## src/rtl/sp_ram_arb_pkg.sv

```systemverilog
// Shared types for the two-requester RAM arbiter: FSM states, requester ids,
// and default geometry of the 128x8 single-port RAM it fronts.
package sp_ram_arb_pkg;

  localparam int DEF_MEM_DEPTH  = 128;
  localparam int DEF_DATA_WIDTH = 8;

  typedef enum logic [1:0] {
    IDLE  = 2'd0,
    ISSUE = 2'd1,
    RESP  = 2'd2
  } state_t;

  typedef enum logic {
    REQ_A = 1'b0,
    REQ_B = 1'b1
  } req_id_t;

endpackage

```

## src/rtl/rr_arb2.sv

```systemverilog
// Two-way round-robin arbiter. Grant is combinational from the request pair;
// the last-grant pointer only moves when the caller accepts the grant.
module rr_arb2
  import sp_ram_arb_pkg::*;
(
  input  logic       clk_i,
  input  logic       rst_i,
  input  logic [1:0] i_req,
  input  logic       i_accept,
  output logic [1:0] o_grant
);

  req_id_t r_last;

  // NOTE: every output of an always_comb gets a default first, so no path
  // through the block can leave it unassigned and infer a latch.
  always_comb begin
    o_grant = 2'b00;
    if (i_req == 2'b11) begin
      // Contention goes to whichever requester was not served last.
      o_grant = (r_last == REQ_B) ? 2'b01 : 2'b10;
    end else begin
      o_grant = i_req;
    end
  end

  // NOTE: sequential state uses non-blocking assignments so every flop
  // samples pre-edge values regardless of statement order.
  always_ff @(posedge clk_i) begin
    if (!rst_i) begin
      r_last <= REQ_B;
    end else if (i_accept && (o_grant != 2'b00)) begin
      r_last <= o_grant[1] ? REQ_B : REQ_A;
    end
  end

endmodule

```

## src/rtl/sp_ram_arbiter.sv

```systemverilog
// Sequencer in front of a single-port RAM: accepts one command from A or B,
// drives the RAM port for one cycle, then strobes the response to the winner.
module sp_ram_arbiter
  import sp_ram_arb_pkg::*;
#(
  parameter int MEM_DEPTH  = DEF_MEM_DEPTH,
  parameter int ADDR_WIDTH = $clog2(MEM_DEPTH),
  parameter int DATA_WIDTH = DEF_DATA_WIDTH
) (
  input  logic                  clk_i,
  input  logic                  rst_i,

  input  logic                  a_valid_i,
  output logic                  a_ready_o,
  input  logic                  a_wr_en_i,
  input  logic                  a_rd_en_i,
  input  logic [ADDR_WIDTH-1:0] a_addr_i,
  input  logic [DATA_WIDTH-1:0] a_wr_data_i,
  output logic                  a_resp_o,
  output logic [DATA_WIDTH-1:0] a_rd_data_o,

  input  logic                  b_valid_i,
  output logic                  b_ready_o,
  input  logic                  b_wr_en_i,
  input  logic                  b_rd_en_i,
  input  logic [ADDR_WIDTH-1:0] b_addr_i,
  input  logic [DATA_WIDTH-1:0] b_wr_data_i,
  output logic                  b_resp_o,
  output logic [DATA_WIDTH-1:0] b_rd_data_o,

  output logic                  mem_valid_o,
  input  logic                  mem_ready_i,
  output logic                  mem_wr_en_o,
  output logic                  mem_rd_en_o,
  output logic [ADDR_WIDTH-1:0] mem_addr_o,
  output logic [DATA_WIDTH-1:0] mem_wr_data_o,
  input  logic [DATA_WIDTH-1:0] mem_rd_data_i
);

  state_t                r_state;
  state_t                w_next;
  logic [1:0]            w_req;
  logic [1:0]            w_grant;
  logic                  w_accept;
  logic [DATA_WIDTH-1:0] w_resp_data;

  logic                  r_wr_en;
  logic                  r_rd_en;
  logic [ADDR_WIDTH-1:0] r_addr;
  logic [DATA_WIDTH-1:0] r_wr_data;
  req_id_t               r_owner;

  assign w_req = {b_valid_i, a_valid_i};

  // Gating with rst_i keeps every strobe low while reset is being applied.
  assign w_accept = rst_i && (r_state == IDLE) && (w_req != 2'b00);

  rr_arb2 u_arb (
    .clk_i    (clk_i),
    .rst_i    (rst_i),
    .i_req    (w_req),
    .i_accept (w_accept),
    .o_grant  (w_grant)
  );

  assign mem_addr_o    = r_addr;
  assign mem_wr_data_o = r_wr_data;
  assign w_resp_data   = (rst_i && r_rd_en) ? mem_rd_data_i : '0;

  always_ff @(posedge clk_i) begin
    if (!rst_i) begin
      r_state <= IDLE;
    end else begin
      r_state <= w_next;
    end
  end

  // NOTE: the command latch is plain flops, so it is cleared on reset; a RAM
  // array would instead be left unreset since its contents are data, not state.
  always_ff @(posedge clk_i) begin
    if (!rst_i) begin
      r_wr_en   <= 1'b0;
      r_rd_en   <= 1'b0;
      r_addr    <= '0;
      r_wr_data <= '0;
      r_owner   <= REQ_A;
    end else if (w_accept) begin
      if (w_grant[1]) begin
        r_wr_en   <= b_wr_en_i;
        r_rd_en   <= b_rd_en_i;
        r_addr    <= b_addr_i;
        r_wr_data <= b_wr_data_i;
        r_owner   <= REQ_B;
      end else begin
        r_wr_en   <= a_wr_en_i;
        r_rd_en   <= a_rd_en_i;
        r_addr    <= a_addr_i;
        r_wr_data <= a_wr_data_i;
        r_owner   <= REQ_A;
      end
    end
  end

  always_comb begin
    w_next      = r_state;
    a_ready_o   = 1'b0;
    b_ready_o   = 1'b0;
    mem_valid_o = 1'b0;
    mem_wr_en_o = 1'b0;
    mem_rd_en_o = 1'b0;
    a_resp_o    = 1'b0;
    b_resp_o    = 1'b0;
    a_rd_data_o = '0;
    b_rd_data_o = '0;
    unique case (r_state)
      IDLE: begin
        if (w_accept) begin
          w_next    = ISSUE;
          a_ready_o = w_grant[0];
          b_ready_o = w_grant[1];
        end
      end
      ISSUE: begin
        w_next      = RESP;
        mem_valid_o = rst_i;
        mem_wr_en_o = rst_i && r_wr_en;
        mem_rd_en_o = rst_i && r_rd_en;
      end
      RESP: begin
        w_next = IDLE;
        if (r_owner == REQ_B) begin
          b_resp_o    = rst_i;
          b_rd_data_o = w_resp_data;
        end else begin
          a_resp_o    = rst_i;
          a_rd_data_o = w_resp_data;
        end
      end
      default: w_next = IDLE;
    endcase
  end

  // The RAM raises ready one cycle after valid; we never stall on it.
  a_mem_ready_in_resp: assert property (
    @(posedge clk_i) disable iff (!rst_i) (r_state == RESP) |-> mem_ready_i
  );

endmodule

```

## config.mk

```make
export PLATFORM = sky130hd
export DESIGN_NAME = sp_ram_arbiter
export DESIGN_NICKNAME = d
export VERILOG_FILES = /design/src/rtl/sp_ram_arb_pkg.sv /design/src/rtl/rr_arb2.sv /design/src/rtl/sp_ram_arbiter.sv
export SDC_FILE = /design/constraint.sdc
export NUM_CORES = 1
export LEC_CHECK = 0
export BUFFER_PORTS_ARGS = -buffer_cell sky130_fd_sc_hd__buf_2
export CORE_ASPECT_RATIO = 1.2
export CORE_MARGIN = 2
export CORE_UTILIZATION = 42
export CTS_BUF_LIST = sky130_fd_sc_hd__clkbuf_8
export CTS_CLUSTER_DIAMETER = 120
export CTS_CLUSTER_SIZE = 14
export DETAILED_ROUTE_END_ITERATION = 8
export GPL_TIMING_DRIVEN = 0
export PLACE_DENSITY = 0.85
export SLEW_MARGIN = 30
export SYNTH_ARGS = -nofsm -noshare
export SYNTH_HDL_FRONTEND = slang
export SYNTH_SLANG_ARGS = --single-unit
```

## constraint.sdc

```tcl
create_clock -name clk_i -period 1.5 [get_ports clk_i]
set_input_delay 0.075 -clock clk_i [delete_from_list [all_inputs] [get_ports clk_i]]
set_output_delay 0.075 -clock clk_i [all_outputs]
set_load 0.05 [all_outputs]
```

# --- After elaboration in Yosys (flattened, before gate mapping) ---
# Cells that the tools add are included.
totals:
  regBits: 21
  inputBits: 47
  wordCells: 44
classes:
  n_mux: 25
  n_reduce_logical: 8
  eq_ne: 4
op_table:
  columns: ["op", "count"]
  rows:
  - ["$mux W8", 6]
  - ["$mux W1", 14]
  - ["$mux W7", 1]
  - ["$mux W2", 3]
  - ["$logic_and A1 B1 Y1", 5]
  - ["$eq A2 B2 Y1 const B", 2]
  - ["$pmux W2 S2", 1]
  - ["$reduce_bool A2 Y1", 2]
  - ["$eq A2 B1 Y1 const B", 1]
  - ["$logic_not A2 Y1", 1]
  - ["$ne A2 B1 Y1 const B", 1]

# --- Longest topological paths before layout ---
# Gate-level depths: netlist of run 1.
logic_depth:
  ltp_word: 5
  ltp_mapped: 5
  ltp_nobuf: 3

# --- Hierarchy ---
# From an unflattened synthesis of run 1, not the netlist that was laid out.
unflattened:
  cells_unflattened: 130
  area_unflattened_um2: 1114.8
by_module_without_submodules:
  columns: ["mod", "cells_each", "n_inst", "area_per_inst_um2", "seq_area_each_um2"]
  rows:
  - ["sp_ram_arbiter", 123, 1, 1056.0, 400.4]
  - ["rr_arb2", 7, 1, 58.8, 20.0]

# --- Worst setup path after synthesis of run 1 ---
# No wires, ideal clock.
synth_path:
  path_kind: "register to output"
  start: "reg r_state[1]"
  end: "out b_ready_o"
  slack_ns: -0.598
  stages_incl_launch_ff: 5
  required_ns: 1.425
  arrival_time_ns: 2.023
  n_path_buf: 2
  cell_sequence: "dfxtp_1 > buf_6 > or3b_4 > buf_6 > nor3_1"
synth_via:
  elab_chain_len: 5
synth_rtl:
  columns: ["item", "line", "text"]
  rows:
  - ["start: declaration", "sp_ram_arbiter.sv:40", "state_t r_state;"]
  - ["start signal: assignment", "sp_ram_arbiter.sv:74", "r_state <= w_next;"]
  - ["$logic_not A2 Y1 (*)", "sp_ram_arbiter.sv:56, sp_ram_arbiter.sv:115", null]
  - ["$logic_and A1 B1 Y1 (2 in a row)", "sp_ram_arbiter.sv:56", "assign w_accept = rst_i && (r_state == IDLE) && (w_req != 2'b00);"]
  - ["$mux W1", "sp_ram_arbiter.sv:117", "if (w_accept) begin"]
  - ["$mux W1 (*)", "sp_ram_arbiter.sv:115", "unique case (r_state)"]
  - ["end: declaration", "sp_ram_arbiter.sv:23", "output logic b_ready_o,"]
# Every way passes the cells marked *; elsewhere a longest branch is shown, timed or not.

# --- Final worst setup path of run 1 ---
layout_path:
  start: "reg r_state[1]"
  end: "out a_ready_o"
layout_via:
  elab_chain_len: 5
layout_rtl:
  columns: ["item", "line", "text"]
  rows:
  - ["$logic_not A2 Y1 (*)", "sp_ram_arbiter.sv:56, sp_ram_arbiter.sv:115", null]
  - ["$logic_and A1 B1 Y1 (2 in a row)", "sp_ram_arbiter.sv:56", null]
  - ["$mux W1", "sp_ram_arbiter.sv:117", null]
  - ["$mux W1 (*)", "sp_ram_arbiter.sv:115", null]
  - ["end: declaration", "sp_ram_arbiter.sv:14", "output logic a_ready_o,"]
# Marks and branches as above.

==> flow_summary.yaml, run 1 <==
floorplanning:
  start_util_pct: 43.5
  fp.dieH_um: 62.6
  die_w_um: 52.8
  io_pins: 85
  design.die.area_um2: 3310
  row_count: 21
  coreArea_um2: 2760
grt:
  use_met2_pct: 41.1
  grt_pass1_vias: 1418
  grt-ovfl-total: 0
  grtUsageMet1_pct: 25.2
  grtUsageTotal_pct: 23.3
  antenna_found_initial: 0
  met3_usage_pct: 4.07
  grt_max_degree: 13
  grt_pass1_wl_um: 5970
  top_usage_layer: "met2"
critical_path:
  start_kind: "flip-flop"
  max_stage_delay_ps: 410
  cp_cell_sequence: "or3b_4 -> buf_8 -> nor3_4 -> buf_6"
  endpoint_kind: "primary output"
  path_max_fanout: 8
  cp.arrival_ps: 1510
  slowest_stage: "or3b_4"
  worstPathRequired_ps: 1420
  critPathKind: "reg -> out"
power:
  p_int_mw: 1.04
  ir_drop_mv: 0.748
  netSwitchingPower_mw: 0.673
  seqPwrFrac_pct: 38.8
  p_sw_share_pct: 39.3
  power_per_cell_area_nw_per_um2: 873
  finalPower_mw: 1.71
  clock_power_share_pct: 22.0
  power_leakage_nw: 0.848
  power_frac_comb_pct: 39.2
timing:
  hold_viol: 0
  grt_setup_unrepaired: "yes"
  slew_headroom_pct: 59.9
  setup_tns_ps: -174
  fmax_ghz: 0.633
  min_period_ps: 1580
  tightest_slew_ps: 602
  period_share_pct: 105
  setup_viol: 7
  fin_ws_ps: -80.6
  fin_skew_ps: 3.24
  finalMaxSlewViolations: 0
place:
  hpwl_um: 2800
  dpl_worst_slack_ps: 13.1
  gp_congestion: 0.759
  portBuffers: 83
  placed_cells: 272
drt:
  dr.pass1.iters: 4
  drt_iter0_markers: 34
  drc: 0
  routed_via_density: 5.54
  wl_per_cell_um: 14.2
  ant_nets: 0
  vias: 1545
  totalWireLength_um: 3970
finish:
  final_nets: 293
  stdcell_count: 279
  layout-drive-gt1-share_pct: 57.1
  final_core_util_pct: 71.2
  area_delta_synth_final_pct: 63.4
  num_antenna_cells: 0
yosys:
  syn_area_um2: 1200
  syn-num-nets: 202
  ys_ff_latch: 21
  synthCells: 155
  yosysWarnings: 0
  netlist-cell-type-count: 22
  synthTopCellsByArea: "dfxtp_1, nor4_1, nor3_1"
  synth_top_area_share_pct: 35.0
  ys_seq_area_share_pct: 35.0
  synth.avg_cell_area_um2: 7.75
  synth_top_area_cell: "dfxtp_1"
cts:
  cts-htree-levels: 1
  cts.sinks: 21
  cts_tree: "yes"
  root_buffer: "clkbuf_8"
  cts_buffers: 3
  path_clk_slew_ps: 80
  max-clock-path-buffers: 2
  clkLatencyLatePin_ps: 260
run:
  timing.max_cap.violations: 0
outcome:
  outcome: "finished with violations"
  violations: "setup timing"
hold_path:
  hp-class: "in -> reg"
==> registers in the layout, summed over array words and instances (netlist names) <==
signal / cells
r_rd_en: 1
u_arb.r_last: 1
mem_addr_o: 7
r_owner: 1
mem_wr_data_o: 8
r_wr_en: 1
r_state: 2
==> power groups by stage <==
stage | combinational [mW] | sequential [mW] | clock (mW)
2_1_floorplan | 0.281 | 0.836 | 0
3_3_place_gp | 0.611 | 0.670 | 0
3_5_place_dp | 0.617 | 0.672 | 0
4_1_cts | 0.641 | 0.664 | 0.387
5_1_grt | 0.713 | 0.674 | 0.408
6_report | 0.672 | 0.665 | 0.377
==> worst max-delay path: cells and delay by family, from the launching register on <==
family	cells	cell delay (ps)
and+or+nand+nor	2	540
buffers and inverters	2	330
DFF	1	370
==> logic make-up (layout without fill, tap and decap cells) <==
| logic type | count (synthesis) | after routing | synth area share (%) |
|---|---|---|---|
| simple gates | 96 | 97 | 46.8 |
| buf+inv | 19 | 108 | 9.79 |
| compound gates | 19 | 19 | 8.44 |
| flops | 21 | 21 | 35.0 |
==> per-layer routing <==
layer  up-vias  wire length [um]
met5         -                 0
met2        89              1990
met3        14               372
met4         0               140
li1        746                 -
met1       696              1470
==> cell type report <==
class                           count  area (um^2)
Fill cell                         223          796
Multi-Input combinational cell    116          790
Timing Repair Buffer               88          541
Sequential cell                    21          429
Buffer                             15          111
Tap cell                           34         42.5
Clock buffer                        3         41.3
Clock inverter                      1         5.00
Inverter                            1         3.75
==> cell usage in the layout (no fill, tap or decap) <==
master	n
buf_6	8
nand2_1	10
dfxtp_4	2
dfxtp_2	1
nor4_2	12
nor2_4	6
buf_2	77
and2_2	3
and3_1	1
buf_4	7
nor3_2	2
nor3_1	15
nor2_2	3
or2_1	1
nand3b_1	1
nor2b_1	1
a21oi_1	17
buf_8	7
inv_2	1
a2bb2oi_1	1
o211ai_1	1
or3b_4	4
nor3_4	2
clkinv_2	1
clkbuf_1	3
clkbuf_4	1
dfxtp_1	18
clkbuf_8	3
and2_1	1
nor4_1	22
nor2_1	13
==> path summary, 6_finish.rpt <==
| check | startpoint | endpoint | slack, ps | depth (start not counted) |
|---|---|---|---|---|
| setup / recovery | r_state[1] | a_ready_o | -80 | 4 |
| hold / removal | rst_i | u_arb.r_last | 70 | 2 |
| setup reg to reg | r_state[1] | mem_wr_data_o[1] | 30 | 5 |
| hold reg to reg | r_state[1] | r_state[1] | 470 | 1 |
==> Yosys cell counts (all sizes together) <==
cell	instances
a2bb2oi	1
o211ai	1
and3	1
nor4	34
dfxtp	21
inv	1
or2	1
clkbuf	5
nor3	19
and2	4
nand2	10
nor2	22
nand3b	1
nor2b	1
a21oi	17
or3b	3
buf	13
==> through the flow <==
stage | cell area [um^2] | hold slack (ps)
floorplan | 1220 | 164
global placement | 1680 | 321
detailed placement | 1680 | 332
CTS | 1820 | 65.6
global route | 1960 | 79.4
finish | 1960 | 69.4
==> repair_timing <==
action | in CTS | in global routing
pin swaps | 3 | 1
hold buffers | 0 | 0
gates cloned | 1 | 0
gates resized for setup | 25 | 35
setup buffers | 4 | 1
endpoints found under the setup margin | 20 | 32
(Power assumes the default switching activity.)
==> inputs of run 2 (changes only) <==
--- a/config.mk
+++ b/config.mk
@@ -14,7 +14,8 @@
 export CTS_CLUSTER_SIZE = 14
 export DETAILED_ROUTE_END_ITERATION = 8
 export GPL_TIMING_DRIVEN = 0
-export PLACE_DENSITY = 0.85
+export PLACE_DENSITY = 0.88
+export SKIP_LAST_GASP = 1
 export SLEW_MARGIN = 30
 export SYNTH_ARGS = -nofsm -noshare
 export SYNTH_HDL_FRONTEND = slang
==> constraint.sdc (replaced) <==
create_clock -name clk_i -period 1.65 [get_ports clk_i]
set_input_delay 0.0825 -clock clk_i [delete_from_list [all_inputs] [get_ports clk_i]]
set_output_delay 0.0825 -clock clk_i [all_outputs]
set_load 0.05 [all_outputs]
==> run 2 against run 1 <==
  * The flow now finishes without violations
  * Via count down 5.0%
  * Critical path depth fell by 1
  * Clock power down 9.5%
  * Clock skew decreased by 1.4 ps
  * Setup slack better by 150 ps
  * Critical endpoint unchanged
  * Highest routed layer unchanged
==> flow_summary.yaml, run 2 (synthesis gave the netlist of run 1 again) <==
outcome:
  outcome: "complete, no violations"
drt:
  totalWireLength_um: 3540
  dr.pass1.iters: 4
  wl_per_cell_um: 13.0
  drc: 0
  routed_via_density: 5.37
  ant_nets: 0
  drt_iter0_markers: 28
  vias: 1467
floorplanning:
  start_util_pct: 43.5
  coreArea_um2: 2760
  io_pins: 85
  design.die.area_um2: 3310
  row_count: 21
  fp.dieH_um: 62.6
  die_w_um: 52.8
finish:
  final_cell_mix: "buf_2, nor4_1, dfxtp_1, nor2_1"
  register_area_um2: 420
  layout-drive-gt1-share_pct: 47.7
  fillers: 264
  largest_register_ffs: 8
  multi_input_area_um2: 691
  stdcell_count: 273
  layout_commonest_cell: "buf_2"
  final_core_util_pct: 63.5
  num_antenna_cells: 0
  final_nets: 287
  area_delta_synth_final_pct: 45.8
  stdcell_area_um2: 1750
timing:
  fmax_ghz: 0.632
  finalMaxSlewViolations: 0
  min_period_ps: 1580
  grt_setup_unrepaired: "no"
  period_share_pct: 95.9
  setup_tns_ps: 0
  hold_viol: 0
  fin_ws_ps: 66.9
  fin_skew_ps: 1.83
  setup_viol: 0
  hold_slack_ps: 67.0
  tightest_slew_ps: 592
  slew_headroom_pct: 60.5
hold_path:
  holdPathStages: 2
  hp-class: "in -> reg"
  worstHoldStart: "rst_i"
  holdPathEnd: "u_arb.r_last"
critical_path:
  worstPathRequired_ps: 1570
  start_kind: "flip-flop"
  max_stage_delay_ps: 530
  ff2ff_setup_slack_ps: 110
  critPathKind: "reg -> out"
  r2r-start: "r_state[0]"
  r2r-end: "mem_addr_o[1]"
  cp.arrival_ps: 1500
  slowest_stage: "or3b_4"
  endpoint_kind: "primary output"
  path_max_fanout: 11
  cp_cell_sequence: "or3b_4 -> nor3_4 -> buf_6"
  reg2reg_depth: 4
power:
  power_per_cell_area_nw_per_um2: 856
  ir_drop_mv: 0.581
  finalPower_mw: 1.50
  power_leakage_nw: 0.795
cts:
  postCtsHoldBufs: 0
  cts.sinks: 21
  cts_buffers: 3
  max-clock-path-buffers: 2
  cts-htree-levels: 1
  path_clk_slew_ps: 80
  clkLatencyLatePin_ps: 260
  root_buffer: "clkbuf_8"
  cts_tree: "yes"
place:
  dpl_worst_slack_ps: 169
  gp_congestion: 0.798
  placed_cells: 272
  dpl_cell_area_um2: 1680
  portBuffers: 83
  hpwl_um: 2680
grt:
  grt_pass1_wl_um: 5660
  grt_pass1_vias: 1350
  grt-ovfl-total: 0
  antenna_found_initial: 0
  grtUsageTotal_pct: 21.7
  grt_max_degree: 13
run:
  timing.max_cap.violations: 0
[run 2: changes by cell type in the layout (fill, tap and decap cells not counted), moves of 3 or more]
| cell | delta |
|---|---|
| buf_4 | +4 |
| and2_1 | +3 |
| dfxtp_1 | +3 |
| nor2_1 | +7 |
| buf_6 | -3 |
| and2_2 | -3 |
| nor4_1 | +5 |
| nor2_4 | -5 |
| buf_8 | -7 |
| nor4_2 | -5 |
[run 2: routing by layer]
layer	vias to the layer above	share of wire [%]	wire length [um]	global-route usage [%]
met1	653	39	1360	23.8
met5	-	0	0	0
met3	4	10	356	3.35
li1	734	-	-	-
met2	76	50	1780	40.0
met4	0	1.0	36	8.33
[run 2: power by group]
part	internal [mW]	switching, mW
clock network	0.168	0.172
logic	0.184	0.377
registers	0.565	0.0332
[run 2: how the worst max path moves through the flow]
stage	start	end	slack (ps)	cells past startpoint
floorplan	r_state[1]	a_rd_data_o[0]	-50	4
global placement	r_state[1]	a_rd_data_o[0]	180	5
detailed placement	r_state[1]	a_rd_data_o[4]	170	5
CTS	r_state[1]	b_ready_o	10	4
global route	r_state[1]	a_resp_o	0.2	4
finish	r_state[0]	a_ready_o	70	3
[run 2: cell type report]
cell class / instances / share of cell area (%)
inverter: 1 / 0.214
tap: 34 / 2.43
clock buffer: 3 / 2.36
multi-input combinational: 115 / 39.4
sequential: 21 / 24.0
clock inverter: 1 / 0.286
buffer: 14 / 4.93
timing repair buffer: 84 / 26.4
[run 2: critical path, delay by kind of cell, from the launching register on]
family        cells  cell delay, ps
simple gates      2             680
flops             1             390
buf+inv           1             180
[run 2: what timing repair did]
action,CTS,global route
pin swaps,0,2
endpoints found under the setup margin,11,10
buffers inserted,0,1
endpoints found under the hold margin,0,0
gates resized for setup,15,2
